### src/rtl/adc_capture_writer.sv
// ---------------------------------------------------------------------------
// adc_capture_writer
//
// Captures a burst of ADC samples after an arm/trigger handshake and writes
// them, two samples per word, into a single-port RAM through an Avalon-MM
// style write port. The low half of each word holds the earlier sample.
//
// Ports
//   clk            : single clock, all state updates on the rising edge
//   reset          : asynchronous, active-high
//   sample_data    : ADC sample, qualified by sample_valid
//   sample_valid   : one sample per high cycle
//   arm            : one-cycle request to arm a capture (latches capture_len)
//   trigger        : level; starts the capture when armed
//   abort          : cancels any arm or capture, returns to idle
//   capture_len    : number of words to capture; 0 means the full RAM
//   ram_address    : RAM word address of the current/last write
//   ram_byteenable : all bytes enabled
//   ram_chipselect : mirrors ram_write
//   ram_write      : one-cycle write strobe
//   ram_writedata  : {second sample, first sample}
//   ram_clken      : RAM clock enable, always asserted
//   busy           : high while armed or capturing
//   done           : sticky completion flag, cleared by arm or abort
//   words_written  : words written in the current capture
// ---------------------------------------------------------------------------
module adc_capture_writer #(
    parameter int ADDR_WIDTH   = 11,
    parameter int SAMPLE_WIDTH = 16
) (
    input  logic                      clk,
    input  logic                      reset,
    input  logic [SAMPLE_WIDTH-1:0]   sample_data,
    input  logic                      sample_valid,
    input  logic                      arm,
    input  logic                      trigger,
    input  logic                      abort,
    input  logic [ADDR_WIDTH:0]       capture_len,
    output logic [ADDR_WIDTH-1:0]     ram_address,
    output logic [3:0]                ram_byteenable,
    output logic                      ram_chipselect,
    output logic                      ram_write,
    output logic [2*SAMPLE_WIDTH-1:0] ram_writedata,
    output logic                      ram_clken,
    output logic                      busy,
    output logic                      done,
    output logic [ADDR_WIDTH:0]       words_written
);

    localparam int CNT_W = ADDR_WIDTH + 1;
    localparam int DATA_W = 2 * SAMPLE_WIDTH;
    // Full RAM depth expressed in the word-count width (e.g. 2048 in 12 bits).
    localparam logic [CNT_W-1:0] MAX_WORDS = {1'b1, {ADDR_WIDTH{1'b0}}};

    typedef enum logic [1:0] {
        ST_IDLE,
        ST_ARMED,
        ST_CAPTURE,
        ST_DONE
    } state_t;

    state_t                  state_q, state_d;
    logic [CNT_W-1:0]        len_q, len_d;
    logic [CNT_W-1:0]        words_q, words_d;
    logic [ADDR_WIDTH-1:0]   addr_q, addr_d;
    logic [DATA_W-1:0]       wdata_q, wdata_d;
    logic                    write_q, write_d;
    logic                    phase_q, phase_d;      // 0: expecting low half
    logic [SAMPLE_WIDTH-1:0] low_q, low_d;          // held first sample

    logic                    capturing;
    logic                    accept;
    logic [CNT_W-1:0]        len_req;

    // A length of zero, or anything beyond the RAM depth, captures the
    // whole RAM so the address can never wrap.
    always_comb begin
        len_req = capture_len;
        if (capture_len == '0 || capture_len > MAX_WORDS) begin
            len_req = MAX_WORDS;
        end
    end

    // The trigger cycle itself already counts as a capture cycle, so a
    // sample arriving together with the trigger becomes the first sample.
    // Once the final word has been scheduled (count reached the length)
    // further samples are dropped while the last write drains.
    assign capturing = (state_q == ST_CAPTURE) || (state_q == ST_ARMED && trigger);
    assign accept    = capturing && sample_valid && !abort && (words_q != len_q);

    // NOTE: every signal assigned in this block gets a default first; a path
    // that leaves one unassigned would infer a latch.
    always_comb begin
        state_d = state_q;
        len_d   = len_q;
        words_d = words_q;
        addr_d  = addr_q;
        wdata_d = wdata_q;
        write_d = 1'b0;
        phase_d = phase_q;
        low_d   = low_q;

        if (abort) begin
            // Abort wins over arm; any held half word is thrown away. A write
            // already presented on the bus this cycle is unaffected because
            // it lives in write_q.
            state_d = ST_IDLE;
            phase_d = 1'b0;
        end else begin
            unique case (state_q)
                ST_IDLE, ST_DONE: begin
                    if (arm) begin
                        state_d = ST_ARMED;
                        len_d   = len_req;
                        words_d = '0;
                        addr_d  = '0;
                        phase_d = 1'b0;
                    end
                end
                ST_ARMED: begin
                    if (trigger) begin
                        state_d = ST_CAPTURE;
                    end
                end
                ST_CAPTURE: begin
                    // The count reaches the length on the edge that issues the
                    // final strobe; leaving here one cycle later raises done
                    // the cycle after that write.
                    if (words_q == len_q) begin
                        state_d = ST_DONE;
                    end
                end
                default: begin
                    state_d = ST_IDLE;
                end
            endcase

            if (accept) begin
                if (!phase_q) begin
                    low_d   = sample_data;
                    phase_d = 1'b1;
                end else begin
                    // Word complete: the strobe goes out next cycle at the
                    // current word index, and the count steps on that edge.
                    write_d = 1'b1;
                    wdata_d = {sample_data, low_q};
                    addr_d  = words_q[ADDR_WIDTH-1:0];
                    words_d = words_q + 1'b1;
                    phase_d = 1'b0;
                end
            end
        end
    end

    // NOTE: state registers use non-blocking assignments so every flop
    // samples the pre-edge values regardless of statement order.
    always_ff @(posedge clk or posedge reset) begin
        if (reset) begin
            state_q <= ST_IDLE;
            len_q   <= MAX_WORDS;
            words_q <= '0;
            addr_q  <= '0;
            wdata_q <= '0;
            write_q <= 1'b0;
            phase_q <= 1'b0;
            low_q   <= '0;
        end else begin
            state_q <= state_d;
            len_q   <= len_d;
            words_q <= words_d;
            addr_q  <= addr_d;
            wdata_q <= wdata_d;
            write_q <= write_d;
            phase_q <= phase_d;
            low_q   <= low_d;
        end
    end

    assign ram_address    = addr_q;
    assign ram_writedata  = wdata_q;
    assign ram_write      = write_q;
    assign ram_chipselect = write_q;
    assign ram_byteenable = 4'b1111;
    assign ram_clken      = 1'b1;
    assign busy           = (state_q == ST_ARMED) || (state_q == ST_CAPTURE);
    assign done           = (state_q == ST_DONE);
    assign words_written  = words_q;

endmodule

### config.mk
export PLATFORM = sky130hd
export DESIGN_NAME = adc_capture_writer
export DESIGN_NICKNAME = d
export VERILOG_FILES = /design/src/rtl/adc_capture_writer.sv
export SDC_FILE = /design/constraint.sdc
export NUM_CORES = 1
export LEC_CHECK = 0
export ABC_AREA = 1
export CAP_MARGIN = 20
export CORE_MARGIN = 8
export CORE_UTILIZATION = 46
export CTS_CLUSTER_DIAMETER = 200
export CTS_CLUSTER_SIZE = 40
export DETAILED_ROUTE_END_ITERATION = 8
export PLACE_DENSITY = 0.77
export SYNTH_ARGS = -nofsm -noshare
export SYNTH_HDL_FRONTEND = slang
export SYNTH_SLANG_ARGS = --single-unit
### constraint.sdc
create_clock -name clk -period 2.8 [get_ports clk]
set_clock_uncertainty 0.15 [all_clocks]
set_input_delay 0.42 -clock clk [delete_from_list [all_inputs] [get_ports clk]]
set_output_delay 0.42 -clock clk [all_outputs]
set_load 0.005 [all_outputs]
==> summary.txt, run 1 <==
Routing
  – Routed WL: 11200 um
  – Total number of vias: 4009
  – DR DRC count: 0
  – Pre-Repair DR Iteration Count: 5
  – Initial DRC count: 325
  – Via density per instance: 4.99
  – Routed length per placed instance: 14.0 um
  – Antenna-violating nets left: 0

Floorplan
  – Die ar.: 13000 um^2
  – Cell Rows: 35
  – Core area: 9280 um^2
  – Ports: 98
  – Chip height: 114 um
  – Initial Utilization: 47.6%
  – Die Width: 114 um

Synthesis
  – Top cells by area, synth: dfrtp_1, nand2_1, inv_1
  – Register bit total from synthesis: 87
  – Fraction of registers with async set/reset: 100%
  – List of most frequent post-synthesis cells: nand2_1, dfrtp_1, inv_1
  – YS warnings: 0
  – Mapped cell area: 4420 um^2
  – Post-synthesis cell type count: 30
  – Synthesized instance count: 582
  – Post-synth top area share: 48.7%
  – Post-synth EDFFs: 0
  – Most used flip-flop cell after synthesis: dfrtp_1
  – Synthesized area per cell: 7.60 um^2
  – Synth area leader: dfrtp_1
  – Most instantiated library cell after synthesis: nand2_1
  – Register area share after synthesis: 49.3%

Clocking
  – Post-CTS setup buffer count: 0
  – Deepest clock path buffer count: 2
  – PostCTS Resize Cnt: 0
  – CTS sink count: 87
  – Root buffer cell: clkbuf_8
  – Skew-Pair Late Insertion Delay: 360 ps
  – CTS tree: done
  – Cts bufs inserted: 9
  – H-tree lvl count: 3
  – Cts hold-fix bufs: 0
  – Clock Pin Slew Worst Setup and Hold Paths: 100 ps

Global routing
  – Vias in the first global route: 3817
  – First-pass GRT wire length: 18600 um
  – Largest net degree at the start of global routing: 49
  – Gr ovfl total: 0
  – Gr usage total: 17.7%
  – Initial antenna violation count: 0

Timing
  – Setup TNS: 0 ps
  – Slew Viols, Final: 0
  – Final setup violation count: 0
  – Post-route setup slack: 391 ps
  – Hold Fails Final Rpt: 0
  – RSZ-0062 raised after global routing: false
  – Slew @ Worst Pin: 646 ps
  – Tmin final: 2410 ps
  – Slew headroom: 56.9%
  – Final cycle utilization of the critical path: 86.0%
  – Maximum clock frequency: 415 MHz

Worst setup path
  – Critical path class: register to primary output
  – Arr. time, crit path: 1840 ps
  – Data required, critical path: 2230 ps
  – Crit path max fanout: 5
  – Critical Path Start Type: register
  – Crit end category: primary output

Placed design
  – Final GP Congestion: 0.865
  – Placed insts: 787
  – Pre-CTS WS: 462 ps
  – PortBufs: 92
  – DP HPWL: 8120 um

Finish
  – Syn-to-layout area delta: 26.3%
  – Register Area: 2180 um^2
  – Multi-input logic area: 1810 um^2
  – Filler Cell Count: 858
  – # diodes: 0
  – Share of post-route cells with drive strength above 1: 5.93%
  – Nets: 708
  – Final Instance Count excl. Fillers: 803

Flow run
  – Max cap viols: 0

Power and ir drop
  – P per Cell Area: 755 nW/um^2
  – Clock power frac: 20.8%
  – Net Switching: 0.00151 W
  – Maximum vdd drop: 315 uV
  – Flop pwr share: 45.4%
  – Tot Pwr: 0.00421 W
  – Comb pwr share: 33.8%
  – Pint: 0.00271 W
  – Pleak: 2.92 nW
  – Switching part of the total: 35.7%

Hold path
  – Worst min path class: register to register

Run status
  – Status: completed
## cell usage in the layout, fill, tap and decap left out, types with 2 or more instances in the layout
cell / count
nor2_2: 3
clkdlybuf4s50_1: 92
nand2_4: 2
clkinv_4: 2
o21ai_0: 41
clkinvlp_4: 2
nand3_4: 2
conb_1: 5
xnor2_1: 4
buf_4: 9
inv_2: 3
nor3_1: 3
ha_1: 5
inv_8: 3
nor4_1: 2
inv_1: 55
clkbuf_8: 9
o21ai_1: 6
dfrtp_1: 86
nand2_1: 257
nand3_1: 42
nand4_1: 7
nor2_1: 25
## sequential cells by signal, summed over array words and instances (netlist names)
signal and cells:
ram_address 11, low_q 16, phase_q 1, words_written 12, ram_writedata 32, state_q 2
ram_chipselect 1, len_q 12
## per-stage QoR
step / hold slack [ps] / instance area (um^2) / utilization, %
floorplan: 292 / 4440 / -
finish: 326 / 5590 / 60.2
global route: 348 / 5590 / 60.2
CTS: 327 / 5590 / 60.2
global placement: 299 / 5390 / 58.0
detailed placement: 302 / 5390 / 58.0
## cells by family after synthesis
| kind of cell | count (synthesis) | synth area share [%] |
|---|---|---|
| flops | 87 | 49.3 |
| buf+inv | 90 | 10.2 |
| other cells | 1 | 0.0848 |
| compound gates | 50 | 5.74 |
| xor+xnor | 5 | 0.990 |
| simple gates | 344 | 32.3 |
| fa+ha+maj | 5 | 1.41 |
## cell type report
type                    instances  area share (%)
clock buffers                   9            2.22
clock inverters                 7            1.34
inverters                      60            4.14
multi-input cells             409            32.3
flip-flops and latches         87            39.0
well taps                     129            2.89
repair buffers                102            18.1
## path summary, 6_finish.rpt
kind	slack [ps]	end	startpoint	cells past startpoint
worst min-delay path	330	ram_writedata[14]	low_q[14]	2
min in group asynchronous	340	state_q[0]	reset	2
max in group asynchronous	1490	len_q[11]	reset	3
worst max register to register	500	len_q[9]	state_q[0]	8
worst min register to register	330	ram_writedata[14]	low_q[14]	2
worst max-delay path	390	busy	state_q[0]	4
## critical path, cell delays in order, from the launching register on
cell	delay, ps
dfrtp_1	450
inv_1	70
ha_1	350
inv_1	100
clkdlybuf4s50_1	510
## routing by layer
layer / routed length (um) / vias up / GRT usage, %
met2: 5390 / 131 / 28.5
li1: - / 1974 / -
met5: 0 / - / 0
met4: 185 / 0 / 7.28
met1: 4910 / 1889 / 23.1
met3: 720 / 15 / 3.28
## power groups by stage
stage	clock [W]	sequential [W]	combinational, W
floorplan	0	0.00188	0.000772
global placement	0	0.00192	0.00138
detailed placement	0	0.00193	0.00143
CTS	0.000891	0.00191	0.00144
global route	0.000945	0.00196	0.00160
finish	0.000875	0.00191	0.00143
Note: power is estimated with default switching activity, not from simulation.
==> run 2: changes to the inputs <==
Settings changed: CAP_MARGIN 20 to unset, CTS_BUF_LIST set to sky130_fd_sc_hd__clkbuf_16, TNS_END_PERCENT set to 10.
==> summary.txt, run 2 (synthesis gave the netlist of run 1 again) <==
Finish
  – Most common cell after layout, fill and taps aside: nand2_1
  – Max FFs per register: 32 (unchanged)
  – # diodes: 0 (unchanged)
  – Nets: 708 (unchanged)
  – Multi-input logic area: 1810 um^2 (unchanged)
  – Share of post-route cells with drive strength above 1: 5.93% (unchanged)
  – Util after Layout: 61.3% (+1.1 points)
  – Syn-to-layout area delta: 28.6%
  – Filler Cell Count: 844 (-1.6%)
  – Commonest cells after routing, fill and taps aside: nand2_1, clkdlybuf4s50_1, dfrtp_1
  – Register Area: 2180 um^2 (unchanged)
  – Final Instance Count excl. Fillers: 803 (unchanged)

Global routing
  – Gr busiest metal: met2
  – First-pass GRT wire length: 19100 um (+2.7%)
  – Largest net degree at the start of global routing: 49 (unchanged)
  – Initial antenna violation count: 0 (unchanged)
  – Gr usage total: 18.3% (+0.52 points)
  – GRT met2 Usage: 29.6% (+1.1 points)
  – Met1 usage: 23.2% (+0.15 points)
  – Gr ovfl total: 0 (unchanged)
  – Vias in the first global route: 3951 (+3.5%)
  – Met3 Usage GRT: 3.43% (+0.16 points)

Worst setup path
  – Critical Path Start Type: register
  – Reg2Reg Depth: 8 (unchanged)
  – Crit path max fanout: 5 (unchanged)
  – R2R setup slack: 480 ps (-20 ps)
  – Critical path class: register to primary output
  – Top delay family on crit path: buffers and inverters
  – Arr. time, crit path: 1800 ps (-40 ps)
  – Critical path's largest stage delay: 510 ps (about the same)
  – Cell Chain, Critical Path: inv_1 -> ha_1 -> inv_1 -> clkdlybuf4s50_1
  – CP Depth: 4 (unchanged)
  – Data required, critical path: 2230 ps (about the same)
  – Most frequent cell on the critical path: inv_1
  – CP max stage cell: clkdlybuf4s50_1
  – Crit end category: primary output
  – WP buf/inv: 3 (unchanged)

Timing
  – Final cycle utilization of the critical path: 84.5% (-1.5 points)
  – Hold Fails Final Rpt: 0 (unchanged)
  – Final setup violation count: 0 (unchanged)
  – RSZ-0062 raised after global routing: false
  – Slew @ Worst Pin: 634 ps (-11.8 ps)
  – Setup TNS: 0 ps (unchanged)
  – Slew Viols, Final: 0 (unchanged)
  – Maximum clock frequency: 423 MHz (+1.8%)
  – Tmin final: 2370 ps (-42.8 ps)
  – Slew headroom: 57.6% (+0.79 points)

Clocking
  – Clock Pin Slew Worst Setup and Hold Paths: 70 ps (-30 ps)
  – Root buffer cell: clkbuf_16
  – Cts bufs inserted: 9 (unchanged)
  – H-tree lvl count: 3 (unchanged)
  – Post-CTS setup buffer count: 0 (unchanged)
  – CTS tree: done
  – Deepest clock path buffer count: 2 (unchanged)
  – PostCTS Resize Cnt: 0 (unchanged)
  – Cts hold-fix bufs: 0 (unchanged)
  – Skew-Pair Late Insertion Delay: 340 ps (-20 ps)
  – CTS sink count: 87 (unchanged)

Floorplan
  – Core area: 9280 um^2 (unchanged)
  – Chip height: 114 um (unchanged)
  – Ports: 98 (unchanged)
  – Die Width: 114 um (unchanged)
  – Initial Utilization: 47.6% (unchanged)
  – Cell Rows: 35 (unchanged)
  – Die ar.: 13000 um^2 (unchanged)

Hold path
  – Worst min path class: register to register
  – Worst Hold Depth: 2 (unchanged)

Routing
  – Antenna-violating nets left: 0 (unchanged)
  – Routed WL: 11500 um (+2.4%)
  – Pre-Repair DR Iteration Count: 5 (unchanged)
  – Via density per instance: 4.95 (-0.85%)
  – Initial DRC count: 304 (-6.5%)
  – Routed length per placed instance: 14.3 um (+2.4%)
  – DR DRC count: 0 (unchanged)
  – Total number of vias: 3975 (-0.85%)

Placed design
  – Placed insts: 787 (unchanged)
  – Final GP Congestion: 0.865 (unchanged)
  – PortBufs: 92 (unchanged)
  – DP HPWL: 8120 um (unchanged)

Power and ir drop
  – Pleak: 2.96 nW (+1.6%)
  – P per Cell Area: 799 nW/um^2 (+5.9%)
  – Maximum vdd drop: 317 uV (+0.79%)

Run status
  – Status: completed

Flow run
  – Max cap viols: 0 (unchanged)
-- run 2: final cells by class --
class / instances / area share, %
clock buffer: 9 / 3.96
timing repair buffer: 102 / 17.7
inverter: 60 / 4.07
tap: 129 / 2.84
clock inverter: 7 / 1.32
multi-input combinational: 409 / 31.8
sequential: 87 / 38.3
-- run 2: path summary, 6_finish.rpt --
| kind | start | to |
|---|---|---|
| max | state_q[0] | busy |
| min | low_q[3] | ram_writedata[3] |
| max reg2reg | state_q[0] | len_q[9] |
| min reg2reg | low_q[3] | ram_writedata[3] |
| max in group asynchronous | reset | len_q[11] |
| min in group asynchronous | reset | state_q[0] |
-- run 2: power breakdown --
part	leakage (nW)	total, W	internal (W)	switching (W)
combinational	1.65	0.00144	0.000720	0.000715
sequential	1.17	0.00192	0.00164	0.000279
clock	0.144	0.00119	0.000631	0.000560
total	2.96	0.00455	0.00299	0.00155
-- run 2: worst register-to-register path, delay by kind of cell, from the launching register on --
family / cells / cell delay [ps]
adders and majority gates: 1 / 350
and+or+nand+nor: 5 / 860
DFF: 1 / 430
buffers and inverters: 2 / 470
-- run 2: layer usage --
layer	vias up	part of all wire [%]
met5	-	0
met3	22	4.8
met4	0	2.5
li1	1975	-
met2	115	48
met1	1863	45
-- run 2: through the flow --
step	worst slack (ps)	hold slack, ps	power (W)	area [um^2]
6_report	434	322	0.00455	5690
5_1_grt	357	341	0.00484	5690
4_1_cts	429	321	0.00457	5690
3_5_place_dp	462	302	0.00337	5390
3_3_place_gp	504	299	0.00330	5390
2_1_floorplan	952	292	0.00266	4440
